==> config.mk <==
export PLATFORM = sky130hd
export DESIGN_NAME = det_ch_scheduler
export DESIGN_NICKNAME = d
export VERILOG_FILES = /design/src/rtl/det_ch_scheduler_pkg.sv /design/src/rtl/det_ch_scheduler_nsl.sv /design/src/rtl/det_ch_scheduler.sv
export SDC_FILE = /design/constraint.sdc
export NUM_CORES = 1
export LEC_CHECK = 0
export CORE_AREA = 2 2 62 52
export CTS_CLUSTER_DIAMETER = 150
export DETAILED_ROUTE_END_ITERATION = 8
export DIE_AREA = 0 0 64 54
export PLACE_DENSITY = 0.77
export SLEW_MARGIN = 0
export SYNTH_ARGS = -nofsm -noshare
export SYNTH_HDL_FRONTEND = slang
export SYNTH_SLANG_ARGS = --single-unit
export TNS_END_PERCENT = 10
==> constraint.sdc <==
create_clock -name clk -period 4.4 [get_ports clk]
set_input_delay 0.66 -clock clk [delete_from_list [all_inputs] [get_ports clk]]
set_output_delay 0.66 -clock clk [all_outputs]
set_load 0.05 [all_outputs]
==> src/rtl/det_ch_scheduler_pkg.sv <==
// det_pkg: state encoding shared by the 1101 detection engine and the scheduler.
package det_pkg;

  localparam int STATE_W = 2;

  typedef enum logic [STATE_W-1:0] {
    S0 = 2'd0,
    S1 = 2'd1,
    S2 = 2'd2,
    S3 = 2'd3
  } det_state_t;

endpackage

==> src/rtl/det_ch_scheduler_nsl.sv <==
// det_1101_nsl: combinational next-state and hit decode of the
// non-overlapping 1101 Mealy detector.
module det_1101_nsl
  import det_pkg::*;
(
  input  det_state_t state,
  input  logic       din,
  output det_state_t next_state,
  output logic       hit
);

  // Transition table; a completed match restarts from S0.
  always_comb begin
    next_state = S0;
    hit        = 1'b0;
    case (state)
      S0: begin
        if (din) next_state = S1;
        else     next_state = S0;
      end
      S1: begin
        if (din) next_state = S2;
        else     next_state = S0;
      end
      S2: begin
        if (din) next_state = S2;
        else     next_state = S3;
      end
      S3: begin
        next_state = S0;
        if (din) hit = 1'b1;
        else     hit = 1'b0;
      end
      default: begin
        next_state = S0;
        hit        = 1'b0;
      end
    endcase
  end

endmodule

==> src/rtl/det_ch_scheduler.sv <==
// det_ch_scheduler: round-robin sharing of one 1101 detector across NUM_CH bit streams.
// Define DET_HIT_CNT_EN to add per-channel saturating hit counters.
module det_ch_scheduler
  import det_pkg::*;
#(
  parameter  int NUM_CH = 4,
  parameter  int CNT_W  = 8,
  localparam int CH_W   = $clog2(NUM_CH)
) (
  input  logic              clk,
  input  logic              rst,
  input  logic              en,
  input  logic [NUM_CH-1:0] bit_valid,
  input  logic [NUM_CH-1:0] bit_din,
  output logic [NUM_CH-1:0] bit_ready,
  input  logic [NUM_CH-1:0] ch_clr,
  output logic              hit_valid,
  output logic [CH_W-1:0]   hit_ch,
  input  logic [CH_W-1:0]   cnt_sel,
  output logic [CNT_W-1:0]  cnt_rd
);

  det_state_t      ctx_r [NUM_CH];
  logic [CH_W-1:0] rr_ptr_r;
  logic [CH_W-1:0] gnt_idx_s;
  logic            gnt_any_s;
  det_state_t      cur_state_s;
  det_state_t      nxt_state_s;
  logic            gnt_din_s;
  logic            eng_hit_s;
  logic            hit_now_s;

  // Rotating priority search starting just after the last granted channel.
  always_comb begin
    bit_ready = {NUM_CH{1'b0}};
    gnt_idx_s = {CH_W{1'b0}};
    gnt_any_s = 1'b0;
    if (en) begin
      for (int i = 1; i <= NUM_CH; i++) begin
        if (!gnt_any_s && bit_valid[(int'(rr_ptr_r) + i) % NUM_CH]) begin
          gnt_any_s = 1'b1;
          gnt_idx_s = CH_W'((int'(rr_ptr_r) + i) % NUM_CH);
          bit_ready[(int'(rr_ptr_r) + i) % NUM_CH] = 1'b1;
        end else begin
          gnt_any_s = gnt_any_s;
        end
      end
    end else begin
      bit_ready = {NUM_CH{1'b0}};
    end
  end

  assign cur_state_s = ctx_r[gnt_idx_s];
  assign gnt_din_s   = bit_din[gnt_idx_s];

  det_1101_nsl u_engine (
    .state      (cur_state_s),
    .din        (gnt_din_s),
    .next_state (nxt_state_s),
    .hit        (eng_hit_s)
  );

  // A clear on the granted channel swallows the bit and suppresses its hit.
  assign hit_now_s = gnt_any_s & eng_hit_s & ~ch_clr[gnt_idx_s];

  // Per-channel context storage; only the granted channel advances.
  always_ff @(posedge clk) begin
    if (rst) begin
      for (int k = 0; k < NUM_CH; k++) ctx_r[k] <= S0;
    end else begin
      for (int k = 0; k < NUM_CH; k++) begin
        if (ch_clr[k])                                  ctx_r[k] <= S0;
        else if (gnt_any_s && (gnt_idx_s == CH_W'(k)))  ctx_r[k] <= nxt_state_s;
        else                                            ctx_r[k] <= ctx_r[k];
      end
    end
  end

  // Round-robin pointer and registered hit output.
  always_ff @(posedge clk) begin
    if (rst) begin
      rr_ptr_r  <= CH_W'(NUM_CH - 1);
      hit_valid <= 1'b0;
      hit_ch    <= {CH_W{1'b0}};
    end else begin
      if (gnt_any_s) rr_ptr_r <= gnt_idx_s;
      else           rr_ptr_r <= rr_ptr_r;
      hit_valid <= hit_now_s;
      if (hit_now_s) hit_ch <= gnt_idx_s;
      else           hit_ch <= hit_ch;
    end
  end

`ifdef DET_HIT_CNT_EN
  logic [CNT_W-1:0] cnt_r [NUM_CH];

  // Saturating per-channel hit counters.
  always_ff @(posedge clk) begin
    if (rst) begin
      for (int k = 0; k < NUM_CH; k++) cnt_r[k] <= {CNT_W{1'b0}};
    end else begin
      for (int k = 0; k < NUM_CH; k++) begin
        if (ch_clr[k])
          cnt_r[k] <= {CNT_W{1'b0}};
        else if (hit_now_s && (gnt_idx_s == CH_W'(k)) && (cnt_r[k] != {CNT_W{1'b1}}))
          cnt_r[k] <= cnt_r[k] + CNT_W'(1);
        else
          cnt_r[k] <= cnt_r[k];
      end
    end
  end

  assign cnt_rd = (int'(cnt_sel) < NUM_CH) ? cnt_r[cnt_sel] : {CNT_W{1'b0}};
`else
  logic unused_s;
  assign unused_s = ^cnt_sel;
  assign cnt_rd   = {CNT_W{1'b0}};
`endif

endmodule
==> metrics.yaml, run 1 <==
overflow: 0
slew_headroom_pct: 54.1
yosys.cell_types.count: 44
diodes: 0
htreeDepth: 1
grt_max_degree: 14
power_uw: 449
placed_area_sq_um: 1530
yosysMostFrequentCell: "buf_4"
drive_above_1_share_pct: 13.9
cts.clk_slew.worst_paths_ps: 80
core_sq_um: 2910
multiInputGateArea_sq_um: 905
die-area_sq_um: 3460
synth-edff-count: 8
fin_crit_ps: 3960
port_buffers: 21
ys_ff_latch: 13
seq_area_frac_synth_pct: 25.2
chipHeight_um: 54
clkLatencyLatePin_ps: 270
place.gp.congestion: 0.789
synth_largest_area_cell: "edfxtp_1"
route.detailed.drc: 0
seq_area_sq_um: 340
critPathRequiredTime_ps: 3740
synth.top_cell.area_share_pct: 17.8
finalInstanceArea_sq_um: 1560
worstMarginPinSlew_ps: 679
grt_antenna_before_repair: 0
crit_fanout: 11
slowest_delay_ps: 790
first_pass_iters: 4
setup_viol: 0
synthArstFlopShare_pct: 0
cts_buffers: 3
wirelength_mm: 2.75
hp-class: "flop to flop"
final_antenna_net_count: 0
netlist_area_sq_um: 1350
hold_viol: 0
synth_area_leaders: "edfxtp_1 (18%), dfxtp_1 (7.4%), ha_1 (7.4%)"
endpoint_kind: "output port"
crit_path_start_kind: "primary input"
grt_pass1_wl_mm: 4.53
status: "completed"
powerDensity_nw_per_um2: 288
crit_type: "primary input to output port"
yosysWarnings: 0
cp_cell_sequence: "clkdlybuf4s50_1 > mux4_2 > nor2b_2 > a22oi_1 > o21ai_0 > and2_1 > clkdlybuf4s50_1"
cts_tree: "done"
via_per_inst: 5.55
area_growth_pct: 15.4
vdd_drop_max_mv: 0.146
cts.sinks: 13
slowest_stage: "clkdlybuf4s50_1"
fin_setup_tns_ps: 0
post_cts_resized: 0
cts_root_buf: "clkbuf_4"
pin_count: 32
report.final.slew_viol_count: 0
synthFlopType: "edfxtp_1"
vias: 1098
grt.total_usage_pct: 16.8
wl_per_cell_um: 13.9
finClkSkew_ps: 5.54
cap_violations: 0
max_freq_mhz: 252
synth.avg_cell_area_sq_um: 9.71
layout.nets: 184
grt_pass1_vias: 1033
cpMostUsedCell: "clkdlybuf4s50_1"
cts_setup_buffers: 0
n_fill_cell: 273
start_util_pct: 46.5
synthCells: 139
fin_crit_sh_pct: 90.1
cts_buffer_depth: 2
rows: 18
p_leak_uw: 0.000618
dp_hpwl_mm: 2.13
arrival_ps: 3300
drt-initial-drc-count: 52
cts_hold_buf: 0
rsz0062_at_grt: "no"
fp.dieW_um: 64
final timing paths:
kind | startpoint | end | slack [ps] | cells after the start
worst max-delay path | bit_valid[2] | bit_ready[3] | 440 | 7
worst min-delay path | hit_ch[1] | hit_ch[1] | 480 | 2
worst max register to register | rr_ptr_r[1] | ctx_r[3][1] | 930 | 10
worst min register to register | hit_ch[1] | hit_ch[1] | 480 | 2
through the flow:
step,instances,hold slack (ps),setup slack [ps],utilization [%]
after floorplan,146,590,1260,-
after global placement,194,461,504,52.7
after detailed placement,194,471,446,52.7
after CTS,198,488,446,53.6
after global routing,198,507,277,53.6
final,198,483,436,53.6
layout make-up:
cell class | count | area share [%]
clock buffer | 4 | 1.69
inverter | 3 | 0.723
multi-input combinational | 115 | 58.1
sequential | 13 | 21.8
tap | 40 | 3.21
timing repair buffer | 23 | 14.5
state kept, by name, summed over array words and instances, names as in the netlist:
signal / flops
ctx_r: 8
hit_ch: 2
rr_ptr_r: 2
hit_valid: 1
per-layer routing:
layer | up-vias | GRT usage (%) | routed length (um)
met1 | 522 | 21.3 | 1270
met3 | 2 | 2.93 | 118
li1 | 543 | - | -
met2 | 31 | 29.9 | 1350
met5 | - | 0 | 0
met4 | 0 | 4.35 | 10
cells by family (layout without fill, tap and decap cells):
group | Yosys count | count (layout) | share of synthesized area [%]
XOR/XNOR | 1 | 1 | 1.21
flip-flops | 13 | 13 | 25.2
buffers and inverters | 18 | 30 | 9.73
multiplexers | 11 | 11 | 11.3
AND/OR/NAND/NOR | 49 | 49 | 21.4
adder cells (fa/ha/maj) | 8 | 8 | 7.41
other | 1 | 8 | 0.278
AO/OA/AOI/OAI | 38 | 38 | 23.4
where the power goes:
part           switching (uW)  total (uW)  internal, uW
sequential               8.54         146           138
clock                    38.6        73.7          35.1
combinational             140         229          88.7
critical path, delay by kind of cell:
kind / cells / cell delay (ps)
AOI/OAI and AO/OA: 2 / 250
buffers and inverters: 2 / 1360
muxes: 1 / 620
and+or+nand+nor: 2 / 400
placed cells by master, fill, tap and decap left out, types with 2 or more instances in the layout:
master           instances
a21boi_1                 2
a21oi_1                  6
a221oi_1                 2
a22oi_1                  8
a32oi_4                  2
and2_1                   5
and3b_1                  2
buf_4                    2
clkbuf_4                 3
clkdlybuf4s50_1         21
conb_1                   8
dfxtp_1                  5
edfxtp_1                 8
ha_1                     8
inv_1                    3
mux2i_1                  7
mux4_2                   3
nand2_1                  8
nand2b_1                 8
nand3_1                  2
nor2_1                   8
nor3_1                   5
nor3b_1                  3
o21ai_0                  8
(Power assumes the default switching activity.)
==> run 2, diff against run 1 <==
SLEW_MARGIN = unset   (was 0)
==> results of run 2 <==
No change in the layout: final DEF, timing and power equal those of run 1.
==> run 3, diff against run 2 <==
GPL_TIMING_DRIVEN = 1   (was unset)
==> results of run 3 <==
No change in the layout: final DEF, timing and power equal those of run 1.
